--- config.mk ---
export PLATFORM = sky130hd
export DESIGN_NAME = gshare_pht_ctrl
export DESIGN_NICKNAME = d
export VERILOG_FILES = /design/src/rtl/gshare_pht_ctrl.sv
export SDC_FILE = /design/constraint.sdc
export NUM_CORES = 1
export LEC_CHECK = 0
export CAP_MARGIN = 20
export CORE_UTILIZATION = 40
export CTS_CLUSTER_SIZE = 25
export DETAILED_ROUTE_END_ITERATION = 8
export GPL_TIMING_DRIVEN = 0
export MAX_ROUTING_LAYER = met4
export PLACE_DENSITY = 0.82
export SLEW_MARGIN = 40
export SYNTH_ARGS = -nofsm -noshare
export SYNTH_HDL_FRONTEND = slang
export SYNTH_SLANG_ARGS = --single-unit
--- constraint.sdc ---
create_clock -name clk -period 4.01 [get_ports clk]
set_clock_uncertainty 0.2 [all_clocks]
set_input_delay 0.802 -clock clk [delete_from_list [all_inputs] [get_ports clk]]
set_output_delay 0.802 -clock clk [all_outputs]
set_load 0.02 [all_outputs]
--- src/rtl/gshare_pht_ctrl.sv ---
// gshare PHT controller: GHR-hashed prediction through RAM port A and
// saturating read-modify-write counter updates through RAM port B.
module gshare_pht_ctrl #(
    parameter int ADDRLEN = 10,
    parameter int DATALEN = 2
) (
    input  logic               clk,
    input  logic               reset,
    input  logic               pred_req,
    input  logic [31:0]        pred_pc,
    output logic               pred_valid,
    output logic               pred_taken,
    output logic [ADDRLEN-1:0] pred_idx,
    output logic [ADDRLEN-1:0] pred_ghr,
    input  logic               upd_valid,
    output logic               upd_ready,
    input  logic [ADDRLEN-1:0] upd_idx,
    input  logic               upd_taken,
    input  logic               mispred,
    input  logic [ADDRLEN-1:0] mispred_ghr,
    input  logic               mispred_taken,
    output logic [ADDRLEN-1:0] pht_addra,
    input  logic [DATALEN-1:0] pht_rdataa,
    output logic [ADDRLEN-1:0] pht_addrb,
    input  logic [DATALEN-1:0] pht_rdatab,
    output logic [DATALEN-1:0] pht_wdatab,
    output logic               pht_webb,
    output logic               pht_clear
);

    // state | meaning
    // RD    | port B reads upd_idx; a new update may be accepted
    // WR    | port B writes the saturated counter of the latched update
    typedef enum logic {ST_RD = 1'b0, ST_WR = 1'b1} upd_state_t;

    upd_state_t         state, state_nxt;
    logic [ADDRLEN-1:0] ghr, ghr_eff, hash_idx;
    logic [ADDRLEN-1:0] upd_idx_q;
    logic               upd_taken_q;
    logic               upd_accept;
    logic [DATALEN-1:0] sat_val;
    logic               unused_bits;

    // the in-flight prediction has not reached the GHR yet, so forward it
    assign ghr_eff    = pred_valid ? {ghr[ADDRLEN-2:0], pred_taken} : ghr;
    assign hash_idx   = pred_pc[ADDRLEN+1:2] ^ ghr_eff;
    assign pht_addra  = hash_idx;
    assign pred_taken = pred_valid & pht_rdataa[DATALEN-1];
    assign pht_clear  = reset;
    assign pht_wdatab = sat_val;

    assign unused_bits = ^{pred_pc[31:ADDRLEN+2], pred_pc[1:0],
                           pht_rdataa[DATALEN-2:0], mispred_ghr[ADDRLEN-1]};

    always_comb begin
        sat_val = pht_rdatab;
        if (upd_taken_q) begin
            if (pht_rdatab != '1) sat_val = pht_rdatab + 1'b1;
        end else if (pht_rdatab != '0) begin
            sat_val = pht_rdatab - 1'b1;
        end
    end

    always_comb begin
        state_nxt  = state;
        upd_ready  = 1'b0;
        upd_accept = 1'b0;
        pht_addrb  = upd_idx;
        pht_webb   = 1'b0;
        case (state)
            ST_RD: begin
                upd_ready  = !reset;
                upd_accept = upd_valid && !reset;
                if (upd_accept) state_nxt = ST_WR;
            end
            ST_WR: begin
                pht_addrb = upd_idx_q;
                pht_webb  = !reset;
                state_nxt = ST_RD;
            end
            default: state_nxt = ST_RD;
        endcase
    end

    always_ff @(posedge clk) begin
        if (reset) begin
            ghr         <= '0;
            pred_valid  <= 1'b0;
            pred_idx    <= '0;
            pred_ghr    <= '0;
            state       <= ST_RD;
            upd_idx_q   <= '0;
            upd_taken_q <= 1'b0;
        end else begin
            // recovery wins; the mispredicted cycle's own shift is discarded
            if (mispred)
                ghr <= {mispred_ghr[ADDRLEN-2:0], mispred_taken};
            else if (pred_valid)
                ghr <= {ghr[ADDRLEN-2:0], pred_taken};
            pred_valid <= pred_req && !mispred;
            if (pred_req && !mispred) begin
                pred_idx <= hash_idx;
                pred_ghr <= ghr_eff;
            end
            state <= state_nxt;
            if (upd_accept) begin
                upd_idx_q   <= upd_idx;
                upd_taken_q <= upd_taken;
            end
        end
    end

endmodule

# Word-level counts from Yosys, hierarchy flattened
# Cells that the tools add are included.
[word_totals]
reg_bits = 43
latchBits = 0
ram_bits = 0
rom_bits = 0
in_bits = 63
wordCells = 29
memories = 0
[op_classes]
addsub = 2
n_mul = 0
div_mod_pow = 0
order_cmp = 0
n_eq_ne = 1
n_shift = 0
muxes = 11
bitwise_logic = 3
n_reduce_logical = 5
[op_table]
columns = ["op", "count"]
rows = [
  ["$mux W10", 3],
  ["$xor A10 B10 Y10", 1],
  ["$mux W2", 3],
  ["$mux W1", 4],
  ["$add A2 B1 Y2 const B", 1],
  ["$logic_and A1 B1 Y1", 2],
  ["$logic_not A1 Y1", 2],
  ["$ne A2 B2 Y1 const B", 1],
  ["$pmux W1 S2", 1],
  ["$reduce_bool A2 Y1", 1],
  ["$sub A2 B1 Y2 const B", 1],
  ["$and A1 B1 Y1", 1],
  ["$not A1 Y1", 1],
]

# Longest topological paths before layout
[depth]
depth_word = 4
ltp_mapped = 5
mapped_depth_nobuf = 3

# Worst setup path before layout
# Ideal clock, no wire load.
[synth_timing]
kind = "input-to-output"
startpoint = "input reset"
endpoint = "output upd_ready"
arrival_time_ns = 1.703
required_ns = 3.008
setup_slack_ns = 1.305
stages = 4
cell_sequence = "clkbuf_1 clkbuf_1 clkbuf_1 nor2_1"
[synth_via]
elab_chain_cells = 2
[synth_lines]
columns = ["item", "line", "source"]
rows = [
  ["start: declaration", "8", "input logic reset,"],
  ["$logic_not A1 Y1", "72", "upd_ready = !reset;"],
  ["$mux W1", "70", "case (state)"],
  ["end: declaration", "16", "output logic upd_ready,"],
]
# Every way passes these cells.

# Worst setup path after layout
# Ends and elaborated chain as after synthesis.

==> results.sh <==
export IMPL_status="finished clean"
export IMPL_drv_cap=0
export IMPL_min_path_type="flop to flop"
export IMPL_slew_headroom=0.5867
export IMPL_synth_avg_cell_area_sq_um=9.020
export IMPL_stdcell_count=383
export IMPL_vias=1958
export IMPL_dp_cells=376
export IMPL_cts_hold_buf=0
export IMPL_seq_area_sq_um=860.8
export IMPL_die_area_sq_um=5363
export IMPL_setup_tns_ns=0
export IMPL_path_class="input pin to primary output"
export IMPL_ctsLongestPathBuffers=2
export IMPL_drc_errors=0
export IMPL_period_share=0.8687
export IMPL_slowest_delay_ns=0.56
export IMPL_async_flop_share=0
export IMPL_cp_num_cells=5
export IMPL_reg2reg_to="pred_idx[3]"
export IMPL_grt_usage=0.2131
export IMPL_worst_path_max_fanout=10
export IMPL_cpMaxStageDelayCell="clkdlybuf4s50_1"
export IMPL_synth_top_area_share=0.4242
export IMPL_reg2reg_depth=4
export IMPL_wl_per_cell_um=14.06
export IMPL_synth_most_common_cell="dfxtp_1"
export IMPL_cts_buffers=5
export IMPL_crit_arrival_ns=2.48
export IMPL_die_w_um=73.23
export IMPL_path_buf_inv=4
export IMPL_yosysUniqueCellTypes=23
export IMPL_antenna_found_initial=0
export IMPL_post_cts_setup_buffers=0
export IMPL_yosysSeqAreaShare=0.4242
export IMPL_worstHoldPathCells=2
export IMPL_grt_first_pass_wirelength_mm=8.466
export IMPL_cp_cell_sequence="clkbuf_1, clkbuf_1, clkbuf_1, nor2_1, clkdlybuf4s50_1"
export IMPL_layout_min_cycle_time_ns=3.483
export IMPL_synth_edff_count=0
export IMPL_fill_cells=442
export IMPL_port_buffers=84
export IMPL_synth_seq_cells=43
export IMPL_antenna_left=0
export IMPL_initial_core_util=0.4213
export IMPL_ctsRootBufferMaster="clkbuf_8"
export IMPL_leakage_nw=1.085
export IMPL_grt_pass1_vias=1766
export IMPL_synthesis_nets=288
export IMPL_worstSkewPairLatency_ns=0.29
export IMPL_tightestPinTransition_ns=0.6028
export IMPL_min_delay_start="upd_idx_q[0]"
export IMPL_ios=110
export IMPL_area_growth_pct=49.88
export IMPL_yosysWarningCount=0
export IMPL_drive_above_1_share=0.06646
export IMPL_grt_setup_unrepaired="false"
export IMPL_cp_end_kind="primary output"
export IMPL_multi_input_area_sq_um=1081
export IMPL_rrSetupSlack_ns=2.32
export IMPL_vdd_ir_drop_max_mv=0.2229
export IMPL_routed_via_density=5.112
export IMPL_hold_end="upd_idx_q[0]"
export IMPL_cp_top_family="buffers and inverters"
export IMPL_hpwlAfterDp_mm=4.110
export IMPL_die_h_um=73.23
export IMPL_grt_ovfl_total=0
export IMPL_clkTransAtPathRegs_ns=0.07
export IMPL_diodes=0
export IMPL_numClockSinks=43
export IMPL_start_kind="input pin"
export IMPL_drv_slew=0
export IMPL_post_cts_resized=0
export IMPL_synth_cells=225
export IMPL_max_freq_ghz=0.2871
export IMPL_rows=25
export IMPL_synthFlopType="dfxtp_1"
export IMPL_dr_pass1_iters=4
export IMPL_whs_ns=0.2746
export IMPL_power_density_nw_per_um2=334.2
export IMPL_synth_area_top_cells="dfxtp_1 (42%), mux2_2 (5.5%), mux2i_1 (4.9%)"
export IMPL_synthTopCellsByCount="dfxtp_1 (43), nor2_1 (22), nand2_1 (21)"
export IMPL_critPathMostFrequentCell="clkbuf_1"
export IMPL_r2r_start="pred_valid"
export IMPL_wirelength_mm=5.386
export IMPL_setup_viol=0
export IMPL_hold_viol=0
export IMPL_grt_max_degree=13
export IMPL_synth_largest_area_cell="dfxtp_1"
export IMPL_cts_max_level=2
export IMPL_core_sq_um=4817
export IMPL_drt_iter0_markers=150
export IMPL_gp_congestion=0.7841
export IMPL_cts_tree="built"
export IMPL_syn_area_sq_um=2029
export IMPL_total_power_mw=1.017
export IMPL_nets=379
export IMPL_worst_ep_required_time_ns=3.01
-- per-layer routing --
layer	wire, um	global-route usage	up-vias	share of wire
met5	0	-	-	0
met4	116	0.08715	0	0.022
met3	270	0.02901	12	0.050
met2	2619	0.3313	66	0.49
met1	2379	0.2785	911	0.44
li1	-	-	969	-
-- cell usage in the layout, fill, tap and decap left out, drive strengths merged --
master,count
maj3,2
clkbuf,22
nor2b,2
a211oi,10
nand4b,10
or4,10
xnor2,10
nand3,10
clkdlybuf4s50,84
and2,1
o21a,10
o21ai,11
nor3b,1
nand2,21
mux2,10
dfxtp,43
buf,3
inv,1
mux2i,10
nand2b,12
nand3b,10
nor2,22
clkinv,1
-- report_power, final --
group          leakage (nW)  internal [mW]  total (mW)  switching [mW]
registers             0.354          0.454       0.469          0.0150
logic                 0.684          0.139       0.271           0.131
clock network        0.0470          0.135       0.277           0.142
-- cells by family (layout without fill, tap and decap cells) --
family,Yosys count,after routing,synth area share
and+or+nand+nor,99,99,0.2737
DFF,43,43,0.4242
muxes,20,20,0.1048
buffers and inverters,20,111,0.04315
xor gates and xnor gates,10,10,0.04315
adders and majority gates,2,2,0.009865
AOI/OAI and AO/OA,31,31,0.1011
-- flip-flops by register name, indices dropped and copies added, names as in the netlist --
| signal | flops |
|---|---|
| ghr | 10 |
| pred_idx | 10 |
| pred_valid | 1 |
| state | 1 |
| upd_idx_q | 10 |
| upd_taken_q | 1 |
| pred_ghr | 10 |
-- final cells by class --
cell class	count	area share
sequential	43	0.2830
multi-input combinational	162	0.3554
buffer	19	0.02756
clock buffer	6	0.02715
tap	67	0.02756
timing repair buffer	84	0.2764
clock inverter	1	0.001645
inverter	1	0.001234
-- through the flow --
| step | area (sq um) | setup WS [ns] | utilization |
|---|---|---|---|
| 2_1_floorplan | 2029 | 1.305 | - |
| 3_3_place_gp | 2954 | 0.4793 | 0.6132 |
| 3_5_place_dp | 2954 | 0.5107 | 0.6132 |
| 4_1_cts | 3042 | 0.4980 | 0.6314 |
| 5_1_grt | 3042 | 0.3410 | 0.6314 |
| 6_report | 3042 | 0.5265 | 0.6314 |
-- worst max-delay path by stage --
stage,start,endpoint
final,reset,upd_ready
after global routing,reset,upd_ready
after CTS,reset,upd_ready
after detailed placement,reset,upd_ready
after global placement,reset,upd_ready
after floorplan,reset,upd_ready
-- worst register-to-register path: cells and delay by family (launching register included) --
| kind | cells | cell delay (ns) |
|---|---|---|
| mux | 1 | 0.55 |
| flops | 1 | 0.39 |
| simple gates | 2 | 0.27 |
| buf+inv | 1 | 0.18 |
Note: power is estimated with default switching activity, not from simulation.
